$ cat config.mk
export PLATFORM = sky130hd
export DESIGN_NAME = nibble_serial_adder_ctrl
export DESIGN_NICKNAME = d
export VERILOG_FILES = /design/src/rtl/nibble_serial_adder_ctrl.sv
export SDC_FILE = /design/constraint.sdc
export NUM_CORES = 1
export LEC_CHECK = 0
export BUFFER_PORTS_ARGS = -buffer_cell sky130_fd_sc_hd__buf_2
export CORE_ASPECT_RATIO = 0.75
export CORE_MARGIN = 2
export CORE_UTILIZATION = 35
export CTS_BUF_LIST = sky130_fd_sc_hd__clkbuf_8 sky130_fd_sc_hd__clkbuf_16
export DETAILED_ROUTE_END_ITERATION = 10
export SLEW_MARGIN = 30
export SYNTH_ARGS = -nofsm -noshare
export SYNTH_HDL_FRONTEND = slang
export SYNTH_SLANG_ARGS = --single-unit
$ cat constraint.sdc
create_clock -name clk -period 3.5 [get_ports clk]
set_clock_uncertainty 0.15 [all_clocks]
set_input_delay 0.7 -clock clk [delete_from_list [all_inputs] [get_ports clk]]
set_output_delay 0.7 -clock clk [all_outputs]
set_load 0.005 [all_outputs]
$ cat src/rtl/nibble_serial_adder_ctrl.sv
// nibble_serial_adder_ctrl
// Performs a WIDTH-bit addition over WIDTH/4 cycles by sequencing one external
// 4-bit adder slice. Each cycle one nibble of A and B is presented together with
// the registered carry; the slice result is written into the matching nibble of
// the result register and its carry-out is registered for the next nibble.
//
// Handshake: start is a request that is only sampled in IDLE; the edge that
// samples start=1 captures a/b/c_in. There is no backpressure. busy is high
// during the NIB RUN cycles and done is a single-cycle pulse in the cycle
// after the last nibble edge, while sum/c_out/overflow are valid.
module nibble_serial_adder_ctrl #(
    parameter int WIDTH = 16
) (
    input  logic             clk,
    input  logic             rst_n,
    input  logic             start,
    input  logic [WIDTH-1:0] a,
    input  logic [WIDTH-1:0] b,
    input  logic             c_in,
    output logic             busy,
    output logic             done,
    output logic [WIDTH-1:0] sum,
    output logic             c_out,
    output logic             overflow,
    output logic [3:0]       add_a,
    output logic [3:0]       add_b,
    output logic             add_cin,
    input  logic [3:0]       add_sum,
    input  logic             add_cout,
    output logic [1:0]       state_dbg
);

    localparam int NIB   = WIDTH / 4;
    localparam int IDX_W = (NIB > 1) ? $clog2(NIB) : 1;
    localparam logic [IDX_W-1:0] LAST_IDX = IDX_W'(NIB - 1);

    typedef enum logic [1:0] {
        IDLE = 2'd0,
        RUN  = 2'd1,
        DONE = 2'd2
    } state_t;

    state_t           state;
    state_t           state_nxt;
    logic [IDX_W-1:0] idx;
    logic             carry;
    logic [WIDTH-1:0] op_a;
    logic [WIDTH-1:0] op_b;
    logic [WIDTH-1:0] sum_r;
    logic             c_out_r;
    logic             ovf_r;

    // Bit offset of the current nibble and the operand nibbles shifted down to it.
    logic [IDX_W+1:0] nib_pos;
    logic [WIDTH-1:0] op_a_sh;
    logic [WIDTH-1:0] op_b_sh;
    logic [WIDTH-1:0] nib_mask;
    logic [WIDTH-1:0] nib_data;
    logic             last_step;

    assign nib_pos   = {idx, 2'b00};
    assign op_a_sh   = op_a >> nib_pos;
    assign op_b_sh   = op_b >> nib_pos;
    assign nib_mask  = WIDTH'(4'hF) << nib_pos;
    assign nib_data  = WIDTH'(add_sum) << nib_pos;
    assign last_step = (state == RUN) && (idx == LAST_IDX);

    // State register.
    always_ff @(posedge clk) begin
        if (!rst_n) begin
            state <= IDLE;
        end else begin
            state <= state_nxt;
        end
    end

    // Next-state logic: IDLE waits for start, RUN walks NIB nibbles, DONE lasts one cycle.
    always_comb begin
        state_nxt = state;
        case (state)
            IDLE:    if (start) state_nxt = RUN;
            RUN:     if (idx == LAST_IDX) state_nxt = DONE;
            DONE:    state_nxt = IDLE;
            default: state_nxt = IDLE;
        endcase
    end

    // Outputs: status flags and adder drive; the adder sees zeros outside RUN.
    always_comb begin
        busy    = (state == RUN);
        done    = (state == DONE);
        add_a   = 4'h0;
        add_b   = 4'h0;
        add_cin = 1'b0;
        if (state == RUN) begin
            add_a   = op_a_sh[3:0];
            add_b   = op_b_sh[3:0];
            add_cin = carry;
        end
    end

    // Datapath: capture operands on accept, then fold in one nibble result per RUN cycle.
    always_ff @(posedge clk) begin
        if (!rst_n) begin
            idx     <= '0;
            carry   <= 1'b0;
            op_a    <= '0;
            op_b    <= '0;
            sum_r   <= '0;
            c_out_r <= 1'b0;
            ovf_r   <= 1'b0;
        end else begin
            case (state)
                IDLE: begin
                    if (start) begin
                        op_a  <= a;
                        op_b  <= b;
                        carry <= c_in;
                        idx   <= '0;
                    end
                end
                RUN: begin
                    sum_r <= (sum_r & ~nib_mask) | nib_data;
                    carry <= add_cout;
                    if (last_step) begin
                        // idx returns to 0 so it never leaves 0..NIB-1.
                        idx     <= '0;
                        c_out_r <= add_cout;
                        // add_sum[3] is the MSB of the freshly completed result.
                        ovf_r   <= (op_a[WIDTH-1] == op_b[WIDTH-1]) &&
                                   (add_sum[3] != op_a[WIDTH-1]);
                    end else begin
                        idx <= idx + 1'b1;
                    end
                end
                default: ;
            endcase
        end
    end

    assign sum       = sum_r;
    assign c_out     = c_out_r;
    assign overflow  = ovf_r;
    assign state_dbg = state;

endmodule

* After elaboration in Yosys (flattened, before gate mapping)
Index checks and enable logic that the tools add are counted.
Storage, ports and cells: bits in registers 55, input port bits 41, logic and storage cells 42
Operators by class: add/sub/neg operators 1, equality and inequality tests 7, shift operators 4, mux-type cells 11, bitwise logic cells 3, reductions and logical operators 8
Operators with widths (count):
- $shr 16x4->4 | 2
- $and 16x16->16 | 1
- $not 16->16 | 1
- $or 16x16->16 | 1
- $shl 4x4->16 | 1
- $shl 4x4->16 const A | 1
- $mux 2 | 4
- $mux 4 | 2
- $pmux 2 s2 | 2
- $reduce_and 2->1 | 4
- $eq 2x2->1 const B | 2
- $add 2x1->2 const B | 1
- $eq 2x1->1 const B | 1
- $logic_and 1x1->1 | 2
- $logic_not 2->1 | 1
- $mux 1 | 2
- $ne 2x1->1 const B | 1
- $ne 2x2->1 const B | 1
- $pmux 1 s2 | 1
- $reduce_bool 2->1 | 1
- $eq 1x1->1 | 1
- $ne 1x1->1 | 1

* Depth between registers and ports, before layout
word-level depth 4, depth in mapped cells 5

* Worst setup path before layout
OpenSTA, ideal clock, no wires.
path type register -> output, start point reg idx[0], end point out add_a[0], arrival time 1279 ps, data required time 2650 ps, slack 1371 ps, stages on the path, launching flop included 4, cells stage by stage dfxtp_1 buf_6 mux4_2 and2_1
Between the ends: word-level cells in the longest chain between the ends 2
Ends and longest elaborated chain:
- start: declaration | line 45 | logic [IDX_W-1:0] idx;
- start signal: assignment | line 133 | idx <= idx + 1'b1;
- $shr 16x4->4 | line 62 | assign op_a_sh = op_a >> nib_pos;
- $mux 4 | line 95 | if (state == RUN) begin
- end: declaration | line 25 | output logic [3:0] add_a,
Every way passes these cells.

* Final worst setup path
start point reg idx[0], end point out add_a[1]
The elaborated chain is that of the path after synthesis.

==> metrics.md <==
| Metric | Value |
|---|---|
| Synth Warn # | 0 |
| Crit path required time | 2.65 ns |
| Initial antenna violation count | 0 |
| IO Pins | 72 |
| Clock buffer depth | 2 |
| # diodes | 0 |
| Area post-placement | 2740 um2 |
| Syn Area/Cell | 8.85 um2 |
| First-pass GRT wire length | 8820 um |
| Final nets | 377 |
| Critical path class | flop to primary output |
| P&R area growth vs syn | 19.9% |
| DRT iter0 DRCs | 120 |
| Final HPWL DP | roughly 4100 um |
| WL/cell | 13.6 um |
| Number of remaining DRC errors | 0 |
| CTS tree | built |
| Commonest non-fill, non-tap cell in the layout | nand2_1 |
| Comb power frac | 12.9% |
| Leakage | 0.00123 uW |
| Final ANT Viol Nets | 0 |
| Critical Path AT | 2.01 ns |
| Clock Latency Late Sink | ~0.31 ns |
| Clock power share | 29.1% |
| Setup TNS | 0 ns |
| Hold Fails Final Rpt | 0 |
| Total global routing overflow | 0 |
| Setup slack after layout | 0.637 ns |
| H-tree Lvls | 2 |
| RSZ-0062 raised after global routing | false |
| Setup violations, final | 0 |
| Vias in the first global route | 1846 |
| Initial DRT Pass Iterations | 4 |
| Initial core utilization | 36.7% |
| Pwr/cell area | roughly 410 nW/um2 |
| Sw Share | 26.1% |
| R2R Setup Slk | about 1.6 ns |
| Worst Tran Pin Value | roughly 0.70 ns |
| Hold WC Path Type | flop to flop |
| Gr usage total | between 15 and 20% |
| Largest net degree at the start of global routing | 33 |
| Die ar. | 7400 um2 |
| #FFs+latches synth | 55 |
| CP Max Fanout | 8 |
| WL final | about 5600 um |
| Worst vdd ir | 0.212 mV |
| CTS Sinks | 55 |
| Root Driver | clkbuf_8 |
| Max-slew violations | 0 |
| Place WS | 0.942 ns |
| Share of layout cells above drive strength 1 | 28.3% |
| Syn Std Cell Area | 2350 um2 |
| R2R depth | 4 |
| Die width | 98.7 um |
| Fmax | 349 MHz |
| Core Area | 6410 um2 |
| Vias per inst | 4.86 |
| Startpoint type of the worst setup path | flop |
| Die Y | about 75 um |
| Fin util | 44.0% |
| WHS Path Cells | 2 |
| Status | completed |
| Pint | 863 uW |
| Distinct cells, synth | 26 |
| Post-CTS Setup Repair Bufs | 0 |
| GP Congestion | 0.774 |
| Resized cells post-CTS | 0 |
| Reg power frac | 58.0% |
| Seq/Total Area, Yosys | a little under half |
| Hold_buf cts | 0 |
| Post-layout min period | about 2.9 ns |
| Vias post-DR | 2009 |
| Fin crit share | 81.8% |
| TritonCTS buffer count | 5 |
| # rows | 25 |
| Most frequent cells in the layout | nand2_1 (85), buf_2 (71), dfxtp_1 (55), a21oi_1 (22), o22ai_1 (16) |
| Max Cap Viol | 0 |
| Crit. End Element | primary output |
| Mapped Nets | between 300 and 400 |
| Port Buf Inserts | just over 70 |
| Clock Pin Slew Worst Setup and Hold Paths | 0.10 ns |
| Rel. slew slack | a little over half |
| Instance count of the mapped netlist | approximately 270 |
| Final instance area | 2820 um2 |
| NetSw | roughly 300 uW |
## power by group through the flow
stage | combinational (uW) | sequential (uW) | clock (uW)
2_1_floorplan | 106 | 685 | 0
3_3_place_gp | 149 | 692 | 0
3_5_place_dp | 152 | 693 | 0
4_1_cts | 153 | 678 | 354
5_1_grt | 170 | 683 | 382
6_report | 150 | 678 | 340
## metal layers
layer	vias up	global-route usage, %	share of wire (%)
met5	-	0	0
met1	923	21.0	49
met3	5	4.27	6.0
met2	51	23.7	44
li1	1030	-	-
met4	0	5.33	1.1
## final timing paths
path / start / to
setup / recovery: idx[0] / add_a[1]
hold / removal: op_b[6] / op_b[6]
hold reg to reg: op_b[6] / op_b[6]
setup reg to reg: state_dbg[0] / op_b[2]
## worst max-delay path, stage by stage, from the launching register on
cell and delay [ns]:
dfxtp_1 0.65, buf_4 0.27, mux4_2 0.49, and2_1 0.17, buf_2 0.13
## logic make-up after synthesis
group	Yosys count	share of synthesized area, %
DFF	55	46.8
muxes	8	7.66
adders and majority gates	5	2.66
buffers and inverters	23	5.63
and+or+nand+nor	116	21.7
AOI/OAI and AO/OA	59	15.5
## cell type report
| type | instances | area (um2) |
|---|---|---|
| clock buffers | 5 | 68.8 |
| multi-input cells | 188 | 1130 |
| clock inverters | 3 | 16.3 |
| inverters | 6 | 22.5 |
| repair buffers | 75 | 385 |
| fillers | 662 | 3590 |
| well taps | 81 | 101 |
| flip-flops and latches | 55 | 1100 |
## Yosys cell counts
cell      count  area (um2)
and3b_1       1        8.76
a311oi_1      1        8.76
inv_2         1        3.75
a21oi_1      22         110
nor2b_1       1        6.26
mux4_2        8         180
nor3b_2       1        12.5
nor3b_1       1        7.51
o21ai_0       3        15.0
a21boi_1     13        97.6
dfxtp_1      55        1100
o221a_2       1        11.3
and2_1       14        87.6
buf_6         5        56.3
o22ai_1      16         100
a21boi_0      3        22.5
clkbuf_1      5        18.8
nor2_1        3        11.3
nand2_1      85         319
nand3_1       7        35.0
or3b_1        1        8.76
buf_2         7        35.0
inv_1         5        18.8
and3_1        1        6.26
ha_1          5        62.6
nand2b_2      1        8.76
## registers in the layout, summed over array words and instances, names as in the netlist
register,cells
sum,16
carry,1
op_a,16
idx,2
c_out,1
state_dbg,2
op_b,16
overflow,1
## metrics by stage
step / hold slack (ns) / cells / power [uW]
after detailed placement: 0.296 / 405 / 845
after global placement: 0.288 / 405 / 841
after CTS: 0.309 / 413 / 1180
after floorplan: 0.282 / 266 / 791
final: 0.308 / 413 / 1170
after global routing: 0.321 / 413 / 1230
No activity file was read; power rests on OpenSTA's default activity.
